$ cat src/rtl/fft_mmio_pkg.sv
// Shared register map, CTRL bit positions and Q1.15 helpers for the butterfly coprocessor.
package fft_mmio_pkg;

  localparam int unsigned OFF_A     = 0;
  localparam int unsigned OFF_B     = 1;
  localparam int unsigned OFF_W     = 2;
  localparam int unsigned OFF_CTRL  = 3;
  localparam int unsigned OFF_Y0    = 4;
  localparam int unsigned OFF_Y1    = 5;
  localparam int unsigned OFF_COUNT = 6;

  localparam int unsigned CTRL_START    = 0;
  localparam int unsigned CTRL_SCALE    = 1;
  localparam int unsigned CTRL_CLR_OVF  = 2;

  localparam int unsigned STAT_BUSY  = 0;
  localparam int unsigned STAT_DONE  = 1;
  localparam int unsigned STAT_OVF   = 2;
  localparam int unsigned STAT_SCALE = 3;

  localparam logic [15:0] Q15_MAX = 16'h7FFF;
  localparam logic [15:0] Q15_MIN = 16'h8000;
  localparam logic [15:0] RND     = 16'h4000;

  typedef struct packed {
    logic        clip;
    logic [15:0] val;
  } sat16_t;

  function automatic sat16_t sat16(input logic signed [32:0] v);
    sat16_t r;
    if (v > 33'sd32767) begin
      r.clip = 1'b1;
      r.val  = Q15_MAX;
    end else if (v < -33'sd32768) begin
      r.clip = 1'b1;
      r.val  = Q15_MIN;
    end else begin
      r.clip = 1'b0;
      r.val  = v[15:0];
    end
    return r;
  endfunction

endpackage

$ cat src/rtl/fft_bfly_mmio_cmul_q15.sv
// Two-stage Q1.15 complex multiply P = B * W: raw products, then round/saturate.
module cmul_q15
  import fft_mmio_pkg::*;
(
  input  logic        clk_i,
  input  logic        reset_i,
  input  logic        valid_i,
  input  logic [31:0] b_i,
  input  logic [31:0] w_i,
  output logic        valid_o,
  output logic [15:0] pr_o,
  output logic [15:0] pi_o,
  output logic        sat_o
);

  logic signed [31:0] rr_q, ii_q, ri_q, ir_q;
  logic               v1_q;
  logic signed [32:0] pr_full, pi_full, pr_rnd, pi_rnd;
  sat16_t             pr_sat, pi_sat;

  always_comb begin
    pr_full = $signed({rr_q[31], rr_q}) - $signed({ii_q[31], ii_q});
    pi_full = $signed({ri_q[31], ri_q}) + $signed({ir_q[31], ir_q});
    // Round half up before dropping the 15 fractional bits.
    pr_rnd  = (pr_full + $signed({17'b0, RND})) >>> 15;
    pi_rnd  = (pi_full + $signed({17'b0, RND})) >>> 15;
    pr_sat  = sat16(pr_rnd);
    pi_sat  = sat16(pi_rnd);
  end

  always_ff @(posedge clk_i) begin
    if (reset_i) begin
      rr_q    <= '0;
      ii_q    <= '0;
      ri_q    <= '0;
      ir_q    <= '0;
      v1_q    <= 1'b0;
      pr_o    <= '0;
      pi_o    <= '0;
      sat_o   <= 1'b0;
      valid_o <= 1'b0;
    end else begin
      rr_q    <= $signed(b_i[31:16]) * $signed(w_i[31:16]);
      ii_q    <= $signed(b_i[15:0]) * $signed(w_i[15:0]);
      ri_q    <= $signed(b_i[31:16]) * $signed(w_i[15:0]);
      ir_q    <= $signed(b_i[15:0]) * $signed(w_i[31:16]);
      v1_q    <= valid_i;
      pr_o    <= pr_sat.val;
      pi_o    <= pi_sat.val;
      sat_o   <= pr_sat.clip | pi_sat.clip;
      valid_o <= v1_q;
    end
  end

endmodule

$ cat src/rtl/fft_bfly_mmio.sv
// Memory-mapped radix-2 DIT butterfly: Y0 = A + B*W, Y1 = A - B*W in Q1.15 complex.
module fft_bfly_mmio
  import fft_mmio_pkg::*;
#(
  parameter int unsigned ADDR_W = 5,
  parameter int unsigned DATA_W = 32,
  parameter int unsigned CNT_W  = 16
) (
  input  logic              clk,
  input  logic              reset,
  input  logic              sel,
  input  logic              we,
  input  logic [ADDR_W-1:0] addr,
  input  logic [DATA_W-1:0] wdata,
  output logic [DATA_W-1:0] rdata,
  output logic              done_irq
);

  typedef enum logic [1:0] {StIdle, StMul, StRnd, StAdd} state_e;

  state_e            state_q;
  logic [31:0]       a_q, b_q, w_q;
  logic [31:0]       a0_q, b0_q, w0_q;
  logic              scale_q, done_q, ovf_q, ovf_d;
  logic [31:0]       y0_q, y1_q, y0_d, y1_d;
  logic [CNT_W-1:0]  count_q;
  logic [DATA_W-1:0] rdata_d;

  logic              mul_valid, mul_sat, add_clip, ovf_set;
  logic [15:0]       pr, pi;
  logic signed [16:0] s0r, s0i, s1r, s1i;
  sat16_t            y0r, y0i, y1r, y1i;

  logic ctrl_wr, start_wr, clr_wr, busy;

  assign busy     = (state_q != StIdle);
  assign ctrl_wr  = sel && we && (addr == ADDR_W'(OFF_CTRL));
  assign start_wr = ctrl_wr && wdata[CTRL_START] && !busy;
  assign clr_wr   = ctrl_wr && wdata[CTRL_CLR_OVF];
  assign done_irq = done_q;

  cmul_q15 u_cmul (
    .clk_i   (clk),
    .reset_i (reset),
    .valid_i (state_q == StMul),
    .b_i     (b0_q),
    .w_i     (w0_q),
    .valid_o (mul_valid),
    .pr_o    (pr),
    .pi_o    (pi),
    .sat_o   (mul_sat)
  );

  // scale=1 halves the 17-bit sum, which can never overflow 16 bits.
  function automatic sat16_t finish(input logic signed [16:0] s, input logic scl);
    sat16_t r;
    if (scl) begin
      r.clip = 1'b0;
      r.val  = s[16:1];
    end else begin
      r = sat16($signed({{16{s[16]}}, s}));
    end
    return r;
  endfunction

  always_comb begin
    s0r      = $signed({a0_q[31], a0_q[31:16]}) + $signed({pr[15], pr});
    s0i      = $signed({a0_q[15], a0_q[15:0]})  + $signed({pi[15], pi});
    s1r      = $signed({a0_q[31], a0_q[31:16]}) - $signed({pr[15], pr});
    s1i      = $signed({a0_q[15], a0_q[15:0]})  - $signed({pi[15], pi});
    y0r      = finish(s0r, scale_q);
    y0i      = finish(s0i, scale_q);
    y1r      = finish(s1r, scale_q);
    y1i      = finish(s1i, scale_q);
    y0_d     = {y0r.val, y0i.val};
    y1_d     = {y1r.val, y1i.val};
    add_clip = y0r.clip | y0i.clip | y1r.clip | y1i.clip;
    ovf_set  = (state_q == StAdd) && mul_valid && (mul_sat || add_clip);
    // A coincident overflow event beats clear_ovf.
    ovf_d    = (ovf_q & ~clr_wr) | ovf_set;
  end

  always_ff @(posedge clk) begin
    if (reset) begin
      a_q <= '0;
      b_q <= '0;
      w_q <= '0;
    end else if (sel && we) begin
      if (addr == ADDR_W'(OFF_A)) a_q <= wdata[31:0];
      if (addr == ADDR_W'(OFF_B)) b_q <= wdata[31:0];
      if (addr == ADDR_W'(OFF_W)) w_q <= wdata[31:0];
    end
  end

  always_ff @(posedge clk) begin
    if (reset) begin
      state_q <= StIdle;
      a0_q    <= '0;
      b0_q    <= '0;
      w0_q    <= '0;
      scale_q <= 1'b0;
      done_q  <= 1'b0;
      ovf_q   <= 1'b0;
      y0_q    <= '0;
      y1_q    <= '0;
      count_q <= '0;
    end else begin
      ovf_q <= ovf_d;
      case (state_q)
        StIdle: begin
          if (start_wr) begin
            a0_q    <= a_q;
            b0_q    <= b_q;
            w0_q    <= w_q;
            scale_q <= wdata[CTRL_SCALE];
            done_q  <= 1'b0;
            state_q <= StMul;
          end
        end
        StMul: state_q <= StRnd;
        StRnd: state_q <= StAdd;
        StAdd: begin
          if (mul_valid) begin
            y0_q    <= y0_d;
            y1_q    <= y1_d;
            done_q  <= 1'b1;
            count_q <= count_q + CNT_W'(1);
            state_q <= StIdle;
          end
        end
        default: state_q <= StIdle;
      endcase
    end
  end

  always_comb begin
    rdata_d = '0;
    case (addr)
      ADDR_W'(OFF_A):     rdata_d = DATA_W'(a_q);
      ADDR_W'(OFF_B):     rdata_d = DATA_W'(b_q);
      ADDR_W'(OFF_W):     rdata_d = DATA_W'(w_q);
      ADDR_W'(OFF_CTRL):  rdata_d = DATA_W'({scale_q, ovf_q, done_q, busy});
      ADDR_W'(OFF_Y0):    rdata_d = DATA_W'(y0_q);
      ADDR_W'(OFF_Y1):    rdata_d = DATA_W'(y1_q);
      ADDR_W'(OFF_COUNT): rdata_d = DATA_W'(count_q);
      default:            rdata_d = '0;
    endcase
  end

  always_ff @(posedge clk) begin
    if (reset) begin
      rdata <= '0;
    end else if (sel && !we) begin
      rdata <= rdata_d;
    end
  end

endmodule

$ cat config.mk
export PLATFORM = sky130hd
export DESIGN_NAME = fft_bfly_mmio
export DESIGN_NICKNAME = d
export VERILOG_FILES = /design/src/rtl/fft_mmio_pkg.sv /design/src/rtl/fft_bfly_mmio_cmul_q15.sv /design/src/rtl/fft_bfly_mmio.sv
export SDC_FILE = /design/constraint.sdc
export NUM_CORES = 2
export LEC_CHECK = 0
export CORE_UTILIZATION = 65
export DETAILED_ROUTE_END_ITERATION = 12
export PLACE_DENSITY = 0.84
export REMOVE_ABC_BUFFERS = 1
export SYNTH_ARGS = -nofsm -noshare
export SYNTH_HDL_FRONTEND = slang
export SYNTH_SLANG_ARGS = --single-unit
$ cat constraint.sdc
create_clock -name clk -period 11.7 [get_ports clk]
set_clock_uncertainty 0.2 [all_clocks]
set_input_delay 2.925 -clock clk [delete_from_list [all_inputs] [get_ports clk]]
set_output_delay 2.925 -clock clk [all_outputs]
set_load 0.02 [all_outputs]
# Yosys cells after proc, flatten, opt, wreduce, memory -nomap -nowiden
# Index checks and enable logic that the tools add are counted.
[word_totals]
input_bits = 41
regBits = 472
output_inout_bits = 33
wordCells = 115
[op_classes]
mux = 23
n_lt_le_gt_ge = 12
n_mul = 4
addsub = 9
reduce_logical = 24
n_bitwise = 7
n_eq_ne = 11
[op_table]
columns = ["operator", "n"]
rows = [
  ["17-bit two-way mux", 16],
  ["32-bit case mux with 7 select lines", 1],
  ["16-bit by 16-bit multiplier with 32-bit output", 4],
  ["17-bit by 16-bit greater-than comparator with 1-bit output, second input constant", 4],
  ["17-bit by 16-bit < comparator with 1-bit output, second input constant", 4],
  ["33-bit by 16-bit adder with 33-bit output, second input constant", 2],
  ["18-bit by 16-bit greater-than comparator with 1-bit output, second input constant", 2],
  ["18-bit by 16-bit < comparator with 1-bit output, second input constant", 2],
  ["16-bit by 16-bit adder with 17-bit output", 2],
  ["16-bit by 16-bit subtractor with 17-bit output", 2],
  ["32-bit by 32-bit adder with 33-bit output", 1],
  ["32-bit by 32-bit subtractor with 33-bit output", 1],
  ["16-bit by 1-bit adder with 16-bit output, second input constant", 1],
  ["5-bit by 3-bit == test with 1-bit output, second input constant", 3],
  ["2-bit AND reduction", 6],
  ["5-bit by 2-bit == test with 1-bit output, second input constant", 2],
  ["1-bit logical AND", 8],
  ["2-bit case mux with 4 select lines", 1],
  ["5-bit by 1-bit == test with 1-bit output, second input constant", 1],
  ["5-bit zero test", 1],
  ["1-bit bitwise OR", 5],
  ["2-bit == test, second input constant", 2],
  ["2-bit two-way mux", 2],
  ["2-bit nonzero test", 2],
  ["other kinds (12)", 15],
]

# Depth between registers and ports, before layout
[depth]
ltp_word = 11
ltp_mapped = 25
ltp_nobuf = 23

# By module
# Synthesis repeated with hierarchy kept, for this count alone.
[unflattened]
cells_unflattened = 7242
area_unflattened_um2 = 62792.7
[by_module_without_submodules]
columns = ["module", "cells_each", "instances", "seq_area_each_um2", "area_each_um2"]
rows = [
  ["cmul_q15", 5135, 1, 3263.1, 46701.0],
  ["fft_bfly_mmio", 2107, 1, 6185.9, 16091.7],
]

# Least setup slack after synthesis
# OpenSTA, ideal clock, no wires.
[synth_timing]
path_kind = "register -> register"
startpoint = "register b0_q[31]"
endpoint = "register u_cmul.ri_q[29]"
setup_slack_ns = 5.372
period_less_slack_ns = 6.328
setup_time_ns = 0.131
stages_incl_launch_ff = 23
arrival_ns = 5.997
n_path_buf = 1
required_time_ns = 11.369
path_cell_list = "dfxtp_1 -> clkbuf_1 -> nand2_1 -> inv_1 -> fa_1 -> fa_1 -> fa_1 -> fa_1 -> fa_1 -> inv_1 -> fa_1 -> inv_1 -> ha_1 -> a21o_1 -> a21o_1 -> a21o_1 -> a211oi_1 -> o21ai_0 -> o21bai_1 -> a41o_1 -> o21a_1 -> nor3_1 -> nor3b_2"
[synth_between]
elab_chain_cells = 1
[synth_lines]
columns = ["element", "line", "rtl"]
rows = [
  ["start, declared", "fft_bfly_mmio.sv:23", "logic [31:0] a0_q, b0_q, w0_q;"],
  ["start signal, assigned", "fft_bfly_mmio.sv:113", "b0_q <= b_q;"],
  ["16-bit by 16-bit multiplier with 32-bit output", "fft_bfly_mmio_cmul_q15.sv:45", "ri_q <= $signed(b_i[31:16]) * $signed(w_i[15:0]);"],
  ["end signal, assigned", "fft_bfly_mmio_cmul_q15.sv:45", ""],
  ["end, declared", "fft_bfly_mmio_cmul_q15.sv:16", "logic signed [31:0] rr_q, ii_q, ri_q, ir_q;"],
]
# Every way passes these cells.
# A chain may end at the register's enable or synchronous reset.

# Worst setup path in the final report
[layout_timing]
startpoint = "register b0_q[12]"
endpoint = "register u_cmul.ir_q[29]"
[layout_between]
elab_chain_cells = 1
[layout_lines]
columns = ["element", "line", "rtl"]
rows = [
  ["16-bit by 16-bit multiplier with 32-bit output", "fft_bfly_mmio_cmul_q15.sv:46", "ir_q <= $signed(b_i[15:0]) * $signed(w_i[31:16]);"],
  ["end signal, assigned", "fft_bfly_mmio_cmul_q15.sv:46", ""],
  ["end, declared", "fft_bfly_mmio_cmul_q15.sv:16", ""],
]
# Every way passes these cells.

==> run_results.csv <==
group,metric,value,unit
power_and_ir_drop,ir_drop,138,uV
place,numPortBuffers,73,
sta,drv_slew,0,
route,wl_met3,17.8,mm
power_and_ir_drop,switching_power,837,uW
power_and_ir_drop,seqPwrFrac,46.8,%
yosys,ys_seq_elements,472,
route,dr_wl_met2,78.3,mm
sta,report.final.hold_viol_count,0,
clock_network,cts.path.max_buffers,3,
setup_path,worst_setup_path_end_kind,"flip-flop",
route,drc,0,
clock_network,clock_latency,0.66,ns
setup_path,worst_r2r_path_depth,22,
setup_path,slowest_delay,0.78,ns
clock_network,cts_tree,"built",
yosys,syn-cell-area,0.0623,mm^2
min_path,hold_end,"y1_q[9]",
route,drt-total-wl,173,mm
clock_network,h-tree-depth,2,
route,drtIter0Drc,5255,
sta,finalSetupViolCount,0,
route,wl_per_cell,20.8,um
grt,grt_pass1_wl,275,mm
sta,fmax,138,MHz
setup_path,slowest_stage,"dfxtp_1",
setup_path,critPathTopFamily,"adder cells",
sta,tightest_slew,1.24,ns
yosys,synth_edf_count,0,
route,topRoutingLayerUsed,"met4",
power_and_ir_drop,power.internal,2610,uW
route,drt_pass1_iterations,6,
clock_network,clock-root-buffer,"clkbuf_16",
setup_path,arrival,7.64,ns
setup_path,required,12.10,ns
sta,period_share,61.9,%
clock_network,cts_hold_buf,0,
yosys,async_flop_share,0,%
clock_network,cts_sinks,472,
route,ant_nets,0,
setup_path,startpoint_type,"flip-flop",
grt,grtUsageTotal,36.1,%
floorplan,coreArea,0.0950,mm^2
route,vias_per_cell,5.98,
layout,final_common_cell,"inv_1",
flow_run,drv_cap,0,
clock_network,numCtsBuffers,54,
sta,slew_headroom,14.8,%
floorplan,ios,74,
min_path,hold_path_class,"reg -> reg",
power_and_ir_drop,clkPwrFrac,50.6,%
route,vias,49543,
floorplan,die_w,312,um
grt,antenna_found_initial,1,
sta,rsz0062_at_grt,"no",
clock_network,cts_resized,0,
yosys,ys_seq_area_share,15.2,%
grt,overflow,0,
yosys,syn_area_per_cell,8.73,um^2
power_and_ir_drop,power_switching_share,24.3,%
setup_path,worst_r2r_startpoint,"b0_q[12]",
min_path,hp-start,"y1_q[9]",
place,gp_congestion,0.985,
sta,fin_hold_ws,0.247,ns
layout,fin_nets,8595,
yosys,ys.flop_type,"dfxtp_1",
setup_path,crit_path_frequent_cell,"fa_1",
route,m1WireLength,64.4,mm
layout,syn2layout_area_growth,5.40,%
min_path,min_path_cells,2,
power_and_ir_drop,powerDensity,52.6,mW/mm^2
power_and_ir_drop,pwr-share-comb,2.6,%
setup_path,critPathBufInv,5,
setup_path,path_max_fanout,17,
floorplan,start_util,65.6,%
floorplan,rows,113,
setup_path,crit_chain,"buf_4, and2_1, fa_1, inv_1, fa_1, fa_1, inv_1, fa_1, fa_1, inv_1, fa_1, inv_1, ha_1, nand2_1, or3_1, o221a_2, o31a_1, o31ai_1, o21a_1, o21ai_1, nor4b_1, a211o_1",
place,place_hpwl,131,mm
floorplan,fp.dieH,312,um
sta,tns,0,ns
layout,final_cell_mix,"1274 x inv_1, 1052 x fa_1, 1005 x nand2_1",
power_and_ir_drop,leakagePower,0.0322,uW
yosys,ys_types,98,
setup_path,critPathKind,"reg -> reg",
grt,grt_max_degree,98,
clock_network,cts_setup_buffers,0,
sta,fin_crit,7.24,ns
grt,grt_pass1_vias,51051,
setup_path,r2r_slack,4.46,ns
floorplan,dieArea,0.0971,mm^2
layout,fillCellCount,7214,
yosys,ys_warn_count,0,
layout,drive_above_1_share,3.82,%
yosys,syn_inst,7136,
outcome,status,"finished, final reports clean",
clock_network,clkTransAtPathRegs,0.06,ns
setup_path,r2r_end,"u_cmul.ir_q[29]",
==> layer usage <==
metal	up-vias	global-route usage [%]
met1	24256	46.3
met3	657	7.12
met4	0	21.2
met5	-	0
met2	2765	56.9
li1	21865	-
==> synthesized netlist by cell type, drive strengths merged, types with 6 or more instances <==
cell     instances  area (um^2)
a2111oi         10         96.3
a211o            6         53.8
a211oi          33          283
a21o            96          727
a21oi          462         2330
a221oi          11         96.3
a222oi          20          200
a22oi           70          526
a311oi           6         52.6
a31oi           48          337
a41oi            7         61.3
and2           508         3180
and3            26          163
buf             41          231
clkbuf         324         1220
dfxtp          472         9450
fa            1052        21100
ha             519         6490
inv           1274         4780
maj3             8         83.8
mux2i           10          100
nand2         1005         3770
nand2b          41          257
nand3           42          220
nand4           17          106
nor2           335         1260
nor2b           37          231
nor3            51          267
nor4            12         81.3
o211ai          16          125
o21a            32          240
o21ai          133          666
o21bai          36          270
o22ai           12         75.1
o31ai           15          141
or2             13         81.3
or3             23          154
or4              6         45.0
xnor2          165         1470
xor2            66          586
==> cell type report <==
cell class | count | area [um^2] | area share [%]
diodes | 3 | 7.51 | 0.0114
inverters | 1274 | 4780 | 7.28
flip-flops and latches | 472 | 9460 | 14.4
repair buffers | 156 | 1360 | 2.07
clock buffers | 66 | 1450 | 2.20
multi-input cells | 5025 | 46700 | 71.1
clock inverters | 30 | 347 | 0.528
well taps | 1265 | 1580 | 2.41
==> registers in the layout, indices dropped and copies added, names as in the netlist, 2 cells and up <==
signal and cells:
a0_q 32, a_q 32, b0_q 32, b_q 32, count_q 16, rdata 32, state_q 2, u_cmul.ii_q 32
u_cmul.ir_q 32, u_cmul.pi_o 16, u_cmul.pr_o 16, u_cmul.ri_q 32, u_cmul.rr_q 32, w0_q 32, w_q 32, y0_q 32
y1_q 32
==> stage by stage <==
stage	cells	area, um^2	power (uW)	util [%]	setup slack [ns]
detailed placement	8192	63900	1740	67.2	4.56
finish	8291	65700	3450	69.1	4.46
CTS	8288	65700	3450	69.1	4.53
floorplan	6771	60900	1670	-	4.35
global placement	8192	63900	1730	67.2	4.78
global route	8288	65700	3520	69.1	4.01
==> worst reg2reg max path: stages (launching register included) <==
cell     delay [ns]
dfxtp_1        0.78
buf_4          0.37
and2_1         0.20
fa_1           0.41
inv_1          0.07
fa_1           0.43
fa_1           0.53
inv_1          0.07
fa_1           0.50
fa_1           0.50
inv_1          0.05
fa_1           0.49
inv_1          0.05
ha_1           0.35
nand2_1        0.13
or3_1          0.39
o221a_2        0.26
o31a_1         0.15
o31ai_1        0.50
o21a_1         0.22
o21ai_1        0.09
nor4b_1        0.30
a211o_1        0.15
==> logic make-up after synthesis <==
logic type	count (synthesis)	synth area share [%]
compound gates	1070	11.0
simple gates	2132	16.0
buf+inv	1639	10.0
flops	472	15.2
xor+xnor	231	3.30
mux	13	0.221
fa+ha+maj	1579	44.4
==> worst max-delay path by stage <==
stage,depth (start not counted),endpoint,start
after floorplan,7,a0_q[0],addr[3]
after global placement,21,u_cmul.ir_q[29],b0_q[12]
after detailed placement,22,u_cmul.ir_q[29],b0_q[12]
after CTS,22,u_cmul.ir_q[29],b0_q[12]
after global routing,21,u_cmul.ir_q[29],b0_q[12]
final,22,u_cmul.ir_q[29],b0_q[12]
==> power by group through the flow <==
stage | clock network (uW) | registers, uW | logic (uW)
2_1_floorplan | 0 | 1650 | 22.9
3_3_place_gp | 0 | 1650 | 85.2
3_5_place_dp | 0 | 1650 | 86.6
4_1_cts | 1750 | 1610 | 87.6
5_1_grt | 1810 | 1610 | 95.4
6_report | 1750 | 1610 | 91.2
Note: power is estimated with default switching activity, not from simulation.
